File: src/rtl/tuner_pkg.sv
// Shared tuner constants: spectrum RAM geometry, arbiter state encoding, requester ids.
// Pure declarations; no timing or flow-control behaviour of its own.
package tuner_pkg;
   localparam int ADDR_W        = 11;
   localparam int DATA_W        = 10;
   localparam int SPECTRUM_BINS = 1024;
   localparam int IMAG_OFFSET   = 1024;

   typedef enum logic {ARB, LOCKED} arb_state_t;

   localparam int REQ_FFT  = 0;
   localparam int REQ_PEAK = 1;
   localparam int REQ_DBG  = 2;
endpackage

File: src/rtl/rr_pick.sv
// Round-robin picker: first set request at or after ptr, as one-hot and as index.
// Purely combinational, zero latency; found=0 when no request is set.
module rr_pick
   import tuner_pkg::*;
#(
   parameter int N_REQ = 3,
   parameter int PTR_W = 2
) (
   input  logic [N_REQ-1:0] req,
   input  logic [PTR_W-1:0] ptr,
   output logic [N_REQ-1:0] onehot,
   output logic [PTR_W-1:0] idx,
   output logic             found
);
   always_comb begin
      int j;
      j      = 0;
      onehot = '0;
      idx    = '0;
      found  = 1'b0;
      // Walk from the farthest offset back to ptr so the closest request wins.
      for (int k = N_REQ - 1; k >= 0; k--) begin
         j = int'(ptr) + k;
         if (j >= N_REQ) j = j - N_REQ;
         if (req[j]) begin
            onehot    = '0;
            onehot[j] = 1'b1;
            idx       = PTR_W'(j);
            found     = 1'b1;
         end
      end
   end
endmodule

File: src/rtl/spectrum_ram_arbiter.sv
// Round-robin arbiter for the single-port spectrum RAM with bounded lockable bursts.
// Grant and RAM drive are same-cycle; read data returns one cycle later; losers simply hold req.
module spectrum_ram_arbiter #(
   parameter int N_REQ     = 3,
   parameter int ADDR_W    = 11,
   parameter int DATA_W    = 10,
   parameter int MAX_BURST = 64
) (
   input  logic                      clk,
   input  logic                      rst,
   input  logic [N_REQ-1:0]          req,
   input  logic [N_REQ-1:0]          lock,
   input  logic [N_REQ-1:0]          we,
   input  logic [N_REQ*ADDR_W-1:0]   addr,
   input  logic [N_REQ*DATA_W-1:0]   wdata,
   output logic [N_REQ-1:0]          gnt,
   output logic [N_REQ-1:0]          rvalid,
   output logic [DATA_W-1:0]         rdata,
   output logic [ADDR_W-1:0]         ram_addr,
   output logic                      ram_we,
   output logic [DATA_W-1:0]         ram_wdata,
   input  logic [DATA_W-1:0]         ram_rdata
);
   import tuner_pkg::*;

   localparam int PTR_W = (N_REQ > 1) ? $clog2(N_REQ) : 1;
   localparam int CNT_W = $clog2(MAX_BURST + 1);
   localparam logic [PTR_W-1:0] LAST = PTR_W'(N_REQ - 1);

   arb_state_t        state, state_nxt;
   logic [PTR_W-1:0]  ptr, ptr_nxt, owner, owner_nxt, sel, pick_idx;
   logic [CNT_W-1:0]  burst_cnt, cnt_nxt;
   logic [N_REQ-1:0]  pick_oh;
   logic              pick_found, granted;
   logic [ADDR_W-1:0] addr_hold;
   logic [DATA_W-1:0] wdata_hold;

   function automatic logic [PTR_W-1:0] next_idx(input logic [PTR_W-1:0] i);
      return (i == LAST) ? '0 : i + 1'b1;
   endfunction

   rr_pick #(.N_REQ(N_REQ), .PTR_W(PTR_W)) u_pick (
      .req    (req),
      .ptr    (ptr),
      .onehot (pick_oh),
      .idx    (pick_idx),
      .found  (pick_found)
   );

   always_comb begin
      state_nxt = state;
      ptr_nxt   = ptr;
      owner_nxt = owner;
      cnt_nxt   = burst_cnt;
      gnt       = '0;
      sel       = owner;
      granted   = 1'b0;
      if (!rst) begin
         case (state)
            ARB: begin
               if (pick_found) begin
                  gnt     = pick_oh;
                  sel     = pick_idx;
                  granted = 1'b1;
                  if (lock[pick_idx] && MAX_BURST > 1) begin
                     state_nxt = LOCKED;
                     owner_nxt = pick_idx;
                     cnt_nxt   = CNT_W'(1);
                  end else begin
                     ptr_nxt = next_idx(pick_idx);
                  end
               end
            end
            LOCKED: begin
               // Owner going idle also ends the burst, so a stalled owner cannot park the RAM.
               state_nxt = ARB;
               ptr_nxt   = next_idx(owner);
               if (req[owner]) begin
                  gnt[owner] = 1'b1;
                  granted    = 1'b1;
                  cnt_nxt    = burst_cnt + 1'b1;
                  if (lock[owner] && (32'(burst_cnt) + 1 != MAX_BURST)) begin
                     state_nxt = LOCKED;
                     ptr_nxt   = ptr;
                  end
               end
            end
            default: state_nxt = ARB;
         endcase
      end
   end

   always_comb begin
      ram_we    = 1'b0;
      ram_addr  = addr_hold;
      ram_wdata = wdata_hold;
      if (rst) begin
         ram_addr  = '0;
         ram_wdata = '0;
      end else if (granted) begin
         ram_we    = we[sel];
         ram_addr  = addr[int'(sel)*ADDR_W +: ADDR_W];
         ram_wdata = wdata[int'(sel)*DATA_W +: DATA_W];
      end
   end

   always_ff @(posedge clk) begin
      if (rst) begin
         state      <= ARB;
         ptr        <= '0;
         owner      <= '0;
         burst_cnt  <= '0;
         rvalid     <= '0;
         addr_hold  <= '0;
         wdata_hold <= '0;
      end else begin
         state      <= state_nxt;
         ptr        <= ptr_nxt;
         owner      <= owner_nxt;
         burst_cnt  <= cnt_nxt;
         rvalid     <= (granted && !we[sel]) ? gnt : '0;
         addr_hold  <= ram_addr;
         wdata_hold <= ram_wdata;
      end
   end

   assign rdata = ram_rdata;
endmodule
File: config.mk
export PLATFORM = sky130hd
export DESIGN_NAME = spectrum_ram_arbiter
export DESIGN_NICKNAME = d
export VERILOG_FILES = /design/src/rtl/tuner_pkg.sv /design/src/rtl/rr_pick.sv /design/src/rtl/spectrum_ram_arbiter.sv
export SDC_FILE = /design/constraint.sdc
export NUM_CORES = 1
export LEC_CHECK = 0
export ABC_AREA = 1
export CAP_MARGIN = 15
export CORE_MARGIN = 2
export CORE_UTILIZATION = 46
export CTS_CLUSTER_SIZE = 20
export DETAILED_ROUTE_END_ITERATION = 10
export GPL_TIMING_DRIVEN = 0
export PLACE_DENSITY = 0.86
export SLEW_MARGIN = 25
export SYNTH_ARGS = -nofsm -noshare
export SYNTH_HDL_FRONTEND = slang
export SYNTH_HIERARCHICAL = 1
export SYNTH_SLANG_ARGS = --single-unit
File: constraint.sdc
create_clock -name clk -period 6.2 [get_ports clk]
set_clock_uncertainty 0.05 [all_clocks]
set_input_delay 0.62 -clock clk [delete_from_list [all_inputs] [get_ports clk]]
set_output_delay 0.62 -clock clk [all_outputs]
set_load 0.05 [all_outputs]
# Word-level counts from Yosys, hierarchy flattened
# Index checks and enable logic that the tools add are counted.
[word_totals] ff_bits=36 input_bits=84 output_inout_bits=38
[classes] addsub=9 mul=2 n_lt_le_gt_ge=13 n_eq_ne=8 n_shift=2 mux=70 n_bitwise=2 n_reduce_logical=11
[op_table] operator="$ge A32 B1 Y1 const B" n=3
[op_table] operator="$lt A32 B4 Y1 const B" n=3
[op_table] operator="$mux W32" n=3
[op_table] operator="$ge A32 B3 Y1 const B" n=2
[op_table] operator="$sub A32 B3 Y32 const B" n=2
[op_table] operator="$shiftx A33 B7 Y11" n=1
[op_table] operator="$shiftx A30 B7 Y10" n=1
[op_table] operator="$mux W1" n=26
[op_table] operator="$mux W2" n=12
[op_table] operator="$mux W11" n=2
[op_table] operator="$mux W7" n=3
[op_table] operator="$mux W10" n=2
[op_table] operator="$mux W3" n=6
[op_table] operator="$bmux W1 S2" n=7
[op_table] operator="$pmux W7 S2" n=1
[op_table] operator="$lt A2 B3 Y1 const B" n=3
[op_table] operator="$reduce_and A3 Y1" n=3
[op_table] operator="$add A7 B1 Y8 const B" n=1
[op_table] operator="$demux W1 S2" n=4
[op_table] operator="$ne A8 B7 Y1 const B" n=1
[op_table] operator="$add A7 B1 Y7 const B" n=1
[op_table] operator="$logic_and A1 B1 Y1" n=6
[op_table] operator="$mul A2 B4 Y6 const B" n=1
[op_table] operator="$ne A2 B2 Y1 const B" n=3
[op_table] operator="16 further kinds" n=20

# Logic depth before layout (Yosys ltp)
# Gate-level depths: netlist of the first run.
[depth] depth_word=18 ltp_mapped=19 ltp_nobuf=18

# Hierarchy
# The synthesis of the first run kept the hierarchy.
[modules_own_cells] mod="spectrum_ram_arbiter" n_inst=1 cells_per_inst=380 area_per_inst_um2=2502.4
[modules_own_cells] mod="rr_pick" n_inst=1 cells_per_inst=63 area_per_inst_um2=314.1

# Worst setup path after synthesis of the first run
# No wires, ideal clock.
[synth_timing] path_kind="register to output" startpoint="reg ptr[0]" endpoint="out ram_we" arrival_time_ns=2.739 slack_ns=2.791 stages_incl_launch_ff=15 n_path_buf=0 path_cell_list="dfxtp_1 inv_1 ha_1 o21ai_0 nand2_1 nand4_1 inv_1 nor2_4 nand2_4 nand2_2 o21ai_4 inv_4 o21ai_0 o21a_1 a21oi_1"
[synth_between] elab_chain_len=16 elab_cells_between_ends=36
[synth_lines] element="start: declaration" line_no="spectrum_ram_arbiter.sv:31" rtl="logic [PTR_W-1:0] ptr, ptr_nxt, owner, owner_nxt, sel, pick_idx;"
[synth_lines] element="start signal: assignment" line_no="spectrum_ram_arbiter.sv:118" rtl="ptr <= ptr_nxt;"
[synth_lines] element="$add A2 B2 Y3" line_no="rr_pick.sv:23" rtl="j = int'(ptr) + k;"
[synth_lines] element="$sub A32 B3 Y32 or $ge A32 B3 Y1 (tied branches)" line_no="rr_pick.sv:24" rtl="if (j >= N_REQ) j = j - N_REQ;"
[synth_lines] element="$mux W32" line_no="rr_pick.sv:24"
[synth_lines] element="$bmux W1 S2" line_no="rr_pick.sv:25" rtl="if (req[j]) begin"
[synth_lines] element="$mux W1 (not written as such) (2 in series)" line_no="rr_pick.sv:25"
[synth_lines] element="$mux W1 (2 in series)" line_no="rr_pick.sv:25"
[synth_lines] element="$mux W1 *" line_no="rr_pick.sv:25"
[synth_lines] element="via pick_found" line_no="spectrum_ram_arbiter.sv:34" rtl="logic pick_found, granted;"
[synth_lines] element="$mux W2" line_no="spectrum_ram_arbiter.sv:61" rtl="if (pick_found) begin"
[synth_lines] element="$mux W2" line_no="spectrum_ram_arbiter.sv:59" rtl="case (state)"
[synth_lines] element="$mux W2" line_no="spectrum_ram_arbiter.sv:58" rtl="if (!rst) begin"
[synth_lines] element="$bmux W1 S2" line_no="spectrum_ram_arbiter.sv:101" rtl="ram_we = we[sel];"
[synth_lines] element="$mux W1 (not written as such)" line_no="spectrum_ram_arbiter.sv:101"
[synth_lines] element="$mux W1 *" line_no="spectrum_ram_arbiter.sv:100" rtl="end else if (granted) begin"
[synth_lines] element="$mux W1 *" line_no="spectrum_ram_arbiter.sv:97" rtl="if (rst) begin"
[synth_lines] element="end: declaration" line_no="spectrum_ram_arbiter.sv:20" rtl="output logic ram_we,"
# Mark *: on every way through the listed nets, which the timed path passes. The rest lies on a longest branch. The select of a mux whose other input is x is not followed.

# Worst setup path after layout of the first run
[layout_timing] startpoint="in req[2]" endpoint="out ram_addr[7]"
[layout_between] elab_chain_len=13 elab_cells_between_ends=28
[layout_lines] element="start: declaration" line_no="spectrum_ram_arbiter.sv:11" rtl="input logic [N_REQ-1:0] req,"
[layout_lines] element="$bmux W1 S2" line_no="rr_pick.sv:25"
[layout_lines] element="$mux W1 (not written as such) (2 in series)" line_no="rr_pick.sv:25"
[layout_lines] element="$mux W2 (2 in series)" line_no="rr_pick.sv:25"
[layout_lines] element="$mux W2 *" line_no="rr_pick.sv:25"
[layout_lines] element="via pick_idx[1]" line_no="spectrum_ram_arbiter.sv:31"
[layout_lines] element="$mux W2 *" line_no="spectrum_ram_arbiter.sv:61"
[layout_lines] element="$mux W2 *" line_no="spectrum_ram_arbiter.sv:59"
[layout_lines] element="$mux W2 *" line_no="spectrum_ram_arbiter.sv:58"
[layout_lines] element="$mul A2 B4 Y6 *" line_no="spectrum_ram_arbiter.sv:102" rtl="ram_addr = addr[int'(sel)*ADDR_W +: ADDR_W];"
[layout_lines] element="$shiftx A33 B7 Y11 *" line_no="spectrum_ram_arbiter.sv:102"
[layout_lines] element="$mux W11 *" line_no="spectrum_ram_arbiter.sv:100"
[layout_lines] element="$mux W11 *" line_no="spectrum_ram_arbiter.sv:97"
[layout_lines] element="end: declaration" line_no="spectrum_ram_arbiter.sv:19" rtl="output logic [ADDR_W-1:0] ram_addr,"
# Marked as above.

==> results of run 1 <==
registers in the layout, summed over array words and instances, names as in the netlist:
| register | cells |
|---|---|
| rvalid | 3 |
| addr_hold | 11 |
| burst_cnt | 7 |
| state | 1 |
| wdata_hold | 10 |
| ptr | 2 |
| owner | 2 |
through the flow:
| step | area, um^2 | util, % | instances | total power [uW] | setup slack (ps) |
|---|---|---|---|---|---|
| 2_1_floorplan | 2820 | - | 443 | 1560 | 2790 |
| 3_3_place_gp | 4020 | 67.9 | 629 | 1940 | 1890 |
| 3_5_place_dp | 4020 | 67.9 | 629 | 1960 | 1860 |
| 4_1_cts | 4110 | 69.4 | 637 | 2140 | 1860 |
| 5_1_grt | 4110 | 69.4 | 637 | 2310 | 1510 |
| 6_report | 4110 | 69.4 | 637 | 2130 | 1810 |
logic make-up after synthesis:
group | after synthesis | share of synthesized area (%)
xor gates and xnor gates | 1 | 0.311
and+or+nand+nor | 269 | 43.6
buffers and inverters | 57 | 13.2
AOI/OAI and AO/OA | 75 | 15.1
DFF | 36 | 25.6
adders and majority gates | 5 | 2.22
critical path: cells and delay by family:
family | cells | cell delay [ps]
and+or+nand+nor | 10 | 1000
AOI/OAI and AO/OA | 2 | 300
buffers and inverters | 5 | 1770
synth_stat cells, drive strengths merged:
library cell,instances,area [um^2]
nor2,131,568
nand2,92,404
o21ai,52,283
nand3,42,220
dfxtp,36,721
inv,29,116
buf,26,248
a21oi,12,60.1
ha,5,62.6
a21boi,4,30.0
a211oi,2,15.0
clkbuf,2,7.51
nor3,2,21.3
o21bai,2,15.0
o31ai,2,15.0
nand3b,1,7.51
nand4,1,6.26
o21a,1,7.51
xnor2,1,8.76
routing by layer:
metal | track usage (%) | part of all wire [%]
met3 | 5.00 | 6.9
met2 | 42.9 | 51
met5 | 0 | 0
met1 | 27.7 | 40
met4 | 6.50 | 1.3
worst min-delay path by stage:
stage                   from            end  slack (ps)  cells after the start
5_1_grt        addr_hold[10]  addr_hold[10]         460                      2
6_report       addr_hold[10]  addr_hold[10]         440                      2
3_3_place_gp   wdata_hold[4]  wdata_hold[4]         420                      2
2_1_floorplan  addr_hold[10]  addr_hold[10]         410                      2
3_5_place_dp    addr_hold[7]   addr_hold[7]         430                      2
4_1_cts         addr_hold[4]   addr_hold[4]         450                      2
power by group through the flow:
stage | combinational, uW | clock [uW] | sequential (uW)
after floorplan | 1210 | 0 | 347
after global placement | 1600 | 0 | 341
after detailed placement | 1620 | 0 | 345
after CTS | 1630 | 172 | 340
after global routing | 1780 | 180 | 346
final | 1620 | 169 | 340
area by class of cell:
class | count | share of cell area [%]
clock inverters | 3 | 0.457
inverters | 29 | 2.83
clock buffers | 5 | 1.67
plain buffers | 28 | 6.21
repair buffers | 111 | 27.0
multi-input cells | 350 | 42.0
flip-flops and latches | 36 | 17.5
well taps | 75 | 2.28
==> results.ini, run 1 <==
[run_status]
status = finished clean

[yosys]
syn_area_um2 = 2820
yosys.cell_types.count = 33
seq_area_frac_synth_pct = 25.6
netlist_instances = 443
synth_warnings = 6
synth.ff_latch_count = 36
synth_nets = 532
avgSynthCellArea_um2 = 6.36

[floorplan]
core-area_um2 = 5920
chipHeight_um = 82.2
dieArea_um2 = 6760
initial_core_util_pct = 47.6
die_x_um = 82.2
core.rowCount = 28
io_pins = 122

[critical_path]
crit_end = ram_addr[7]
timing.rr.start = ptr[0]
cpMostUsedCell = nand2_1
cp_cell_sequence = clkdlybuf4s50_1 -> inv_1 -> o21ai_0 -> nand2_1 -> nand2_1 -> nand2_1 -> nand2_1 -> nand2_1 -> inv_1 -> nand2_2 -> nand2_4 -> buf_6 -> o21ai_1 -> nor2_1 -> nor2_2 -> nor2_1 -> clkdlybuf4s50_1
worstSetupStartpointType = primary input
crit_fanout = 10
regToRegEndpoint = burst_cnt[2]
rr_worst_depth = 16
required_ps = 5530
crit_start = req[2]
cp_slowest_cell = clkdlybuf4s50_1
critPathKind = primary input to primary output
ff2ff_setup_slack_ps = 3390
critPathArrivalTime_ps = 3720
max_stage_delay_ps = 820
end_kind = primary output

[detailed_routing]
drt_iter0_markers = 119
wl_um = 7730
drt-pass1-iter-count = 4
drc = 0
vias_per_cell = 4.98
wl_per_cell_um = 12.1
ant_nets = 0
vias = 3171

[power]
p_sw_share_pct = 54.8
seq_power_share_pct = 15.9
intPower_uw = 962
pwr-share-clk_pct = 7.9
combinationalPowerShare_pct = 76.1
p_leak_uw = 0.00181
p_per_area_nw_per_um2 = 519
p_sw_uw = 1170
peakVddDrop_mv = 0.307

[sta]
max_freq_mhz = 228
max_slew_margin_pct = 63.8
setup_tns_ps = 0
setup_viol = 0
worstMarginPinSlew_ps = 542
period_share_pct = 70.8
hold_ws_ps = 440
grt_setup_unrepaired = false
period_needed_ps = 4390
final_hold_viol_count = 0
drv_slew = 0

[finish]
nNetsFinal = 650
final_common_cell = clkdlybuf4s50_1
drive_gt1_share_pct = 14.1
fill_cells = 545
multi_input_area_um2 = 1720
area_growth_pct = 45.9
seq_area_um2 = 721
final_cell_mix = clkdlybuf4s50_1 (111), nor2_1 (108), nand2_1 (84), nand3_1 (40), o21ai_1 (39)
num_antenna_cells = 0

[placement]
hpwlAfterDp_um = 6140
finalWeightedCongestion = 0.854
io_buffers = 111

[clock_tree]
h-tree-depth = 2
post_cts_buffers = 0
cts_tree = done
cts_sinks = 36
clockRootBuffer = clkbuf_8
post_cts_resized = 0
clkLatencyLatePin_ps = 290
numCtsBuffers = 5
clk_pin_slew_worst_paths_ps = 70
ctsHoldBuffers = 0
clock_path_buffers = 2

[global_routing]
grt_usage_pct = 23.6
grt_max_degree = 13
grt_pass1_vias = 2925
grt_pass1_wl_um = 12500
antenna_found_initial = 0
gr-total-overflow = 0

[worst_hold_path]
hold_class = flop to flop

[run]
drv_cap = 0

(Power assumes the default switching activity.)
==> run 2, diff against run 1 <==
- CORE_UTILIZATION: 46 -> 43
- PLACE_DENSITY: 0.86 -> 0.81
- clock period: 6.2 -> 4.5 ns (I/O delays scaled with it)
==> run 2 against run 1 <==
Against the previous run: final cell count rose by 0.31%; clock power grew 67%; hold slack improved by 5.1 ps; non-clock buffer count unchanged; first-iteration DRC count down 22%; largest power group unchanged; core utilization shrank 4.3 points.
==> results.ini, run 2 (synthesis results as in run 1) <==
[run_status]
status = finished clean  ; unchanged

[global_routing]
grt_pass1_vias = 3011  ; was 2,925
grt_max_degree = 13  ; unchanged
grt_pass1_wl_um = 13200  ; was 12,500 um
gr-total-overflow = 0  ; unchanged
grt_usage_pct = 22.2  ; was 23.6%
antenna_found_initial = 0  ; unchanged

[sta]
max_freq_mhz = 242
drv_slew = 0  ; unchanged
worstMarginPinSlew_ps = 538  ; was 542 ps
setup_viol = 0  ; unchanged
period_needed_ps = 4140
period_share_pct = 92.0
hold_ws_ps = 445  ; was 440 ps
grt_setup_unrepaired = false  ; unchanged
max_slew_margin_pct = 64.0  ; was 63.8%
final_hold_viol_count = 0  ; unchanged
worst_slack_ps = 360  ; was 1810 ps
setup_tns_ps = 0  ; unchanged

[clock_tree]
clkLatencyLatePin_ps = 290  ; about the same
clockRootBuffer = clkbuf_8  ; unchanged
cts_sinks = 36  ; unchanged
ctsHoldBuffers = 0  ; unchanged
h-tree-depth = 2  ; unchanged
numCtsBuffers = 5  ; unchanged
clk_pin_slew_worst_paths_ps = 80  ; was 70 ps
cts_tree = done  ; unchanged
clock_path_buffers = 2  ; unchanged
post_cts_resized = 0  ; unchanged
post_cts_buffers = 0  ; unchanged

[power]
peakVddDrop_mv = 0.456  ; was 0.307 mV
p_sw_uw = 1620  ; was 1170 uW
p_sw_share_pct = 54.0  ; was 54.8%
intPower_uw = 1380  ; was 962 uW
seq_power_share_pct = 15.6  ; was 15.9%
pwr-share-clk_pct = 9.4  ; was 7.9%
p_leak_uw = 0.00182  ; was 0.00181 uW
p_per_area_nw_per_um2 = 726  ; was 519 nW/um^2
combinationalPowerShare_pct = 75.0  ; was 76.1%

[placement]
hpwlAfterDp_um = 6220  ; was 6140 um
finalWeightedCongestion = 0.800  ; was 0.854
place_ws_ps = 462  ; was 1860 ps
dpl-instance-area_um2 = 4020  ; about the same
io_buffers = 111  ; unchanged

[finish]
final_cell_mix = clkdlybuf4s50_1 (111), nor2_1 (108), nand2_1 (84), nand3_1 (40), o21ai_1 (39)  ; unchanged
final_common_cell = clkdlybuf4s50_1  ; unchanged
num_antenna_cells = 0  ; unchanged
largest_reg_flops = 11  ; unchanged
nNetsFinal = 650  ; unchanged
area_growth_pct = 46.8  ; was 45.9%
finalInstanceArea_um2 = 4140  ; was 4110 um^2
drive_gt1_share_pct = 14.1  ; unchanged
top_register = addr_hold  ; unchanged
reg_top3 = addr_hold (11), wdata_hold (10), burst_cnt (7)  ; unchanged

[detailed_routing]
wl_per_cell_um = 12.5  ; was 12.1 um
ant_nets = 0  ; unchanged
drt-pass1-iter-count = 5  ; was 4
vias = 3182  ; was 3,171
vias_per_cell = 4.98  ; about the same
drt_iter0_markers = 93  ; was 119
drc = 0  ; unchanged
wl_um = 7980  ; was 7730 um

[critical_path]
max_stage_delay_ps = 820  ; about the same
critPathArrivalTime_ps = 3640  ; was 3720 ps
required_ps = 4000  ; was 5530 ps
crit_fanout = 10  ; unchanged
end_kind = primary output  ; unchanged
cpMostUsedCell = nand2_1  ; unchanged
path_delay_family = buffers and inverters  ; unchanged
cp_slowest_cell = clkdlybuf4s50_1  ; unchanged
critPathBufInv = 4  ; was 5
cp_cell_sequence = inv_1 -> ha_1 -> o21ai_0 -> nand2_1 -> nand2_1 -> nand2_1 -> nand2_1 -> nand2_1 -> inv_1 -> nand2_2 -> nand2_4 -> buf_6 -> o21ai_1 -> nor2_1 -> nor2_2 -> nor2_1 -> clkdlybuf4s50_1  ; was clkdlybuf4s50_1 -> inv_1 -> o21ai_0 -> nand2_1 -> nand2_1 -> nand2_1 -> nand2_1 -> nand2_1 -> inv_1 -> nand2_2 -> nand2_4 -> buf_6 -> o21ai_1 -> nor2_1 -> nor2_2 -> nor2_1 -> clkdlybuf4s50_1
worstSetupStartpointType = flop  ; was primary input
critPathKind = flop to primary output  ; was primary input to primary output

[floorplan]
die_x_um = 84.9  ; was 82.2 um
io_pins = 122  ; unchanged
core-area_um2 = 6350  ; was 5920 um^2
dieArea_um2 = 7210  ; was 6760 um^2
core.rowCount = 29  ; was 28
initial_core_util_pct = 44.4  ; was 47.6%
chipHeight_um = 84.9  ; was 82.2 um

[run]
drv_cap = 0  ; unchanged

[worst_hold_path]
hold_class = flop to flop  ; unchanged

==> run 2: cell types whose count changed in the layout (fill, tap and decap cells not counted) <==
cell	change
bufinv_16	+1
clkinv_2	-1
clkinv_4	-1
clkinvlp_4	+1
==> run 2: final cells by class <==
cell class	instances	area, um^2
Timing Repair Buffer	111	1110
Clock buffer	5	68.8
Clock inverter	3	42.5
Tap cell	77	96.3
Fill cell	588	2210
Multi-Input combinational cell	350	1720
Buffer	28	255
Inverter	29	116
Sequential cell	36	721
==> run 2: path summary, 6_finish.rpt <==
check / slack [ps] / depth (start not counted) / to / from
max: 360 / 17 / ram_addr[9] / ptr[0]
min: 450 / 2 / addr_hold[0] / addr_hold[0]
max reg2reg: 1630 / 16 / burst_cnt[2] / ptr[0]
min reg2reg: 450 / 2 / addr_hold[0] / addr_hold[0]
==> run 2: worst reg2reg max path, cell delays in order (launching register included) <==
cell and delay, ps:
dfxtp_1 380, inv_1 90, ha_1 380, o21ai_0 260
nand2_1 140, nand2_1 100, nand2_1 60, nand2_1 50
nand2_1 130, inv_1 150, o21ai_0 90, o21ai_0 240
nand2_1 200, nand2_1 170, inv_1 110, a21oi_1 130
nor3_1 50
==> run 2: power by group through the flow <==
stage	clock network (uW)	logic [uW]	registers [uW]
2_1_floorplan	0	1670	479
3_3_place_gp	0	2210	470
3_5_place_dp	0	2240	474
4_1_cts	288	2260	467
5_1_grt	299	2460	478
6_report	283	2250	467
==> run 2: per-layer routing <==
| metal | routed length [um] | global-route usage, % |
|---|---|---|
| met1 | 3280 | 26.3 |
| met2 | 4010 | 39.7 |
| met3 | 536 | 5.16 |
| met4 | 148 | 6.93 |
| met5 | 0 | 0 |
==> run 2: stage by stage <==
step	power [uW]	cells	util (%)
after detailed placement	2720	631	63.4
final	3000	639	65.1
after floorplan	2150	443	-
after global routing	3240	639	65.1
after global placement	2680	631	63.4
after CTS	3010	639	65.1
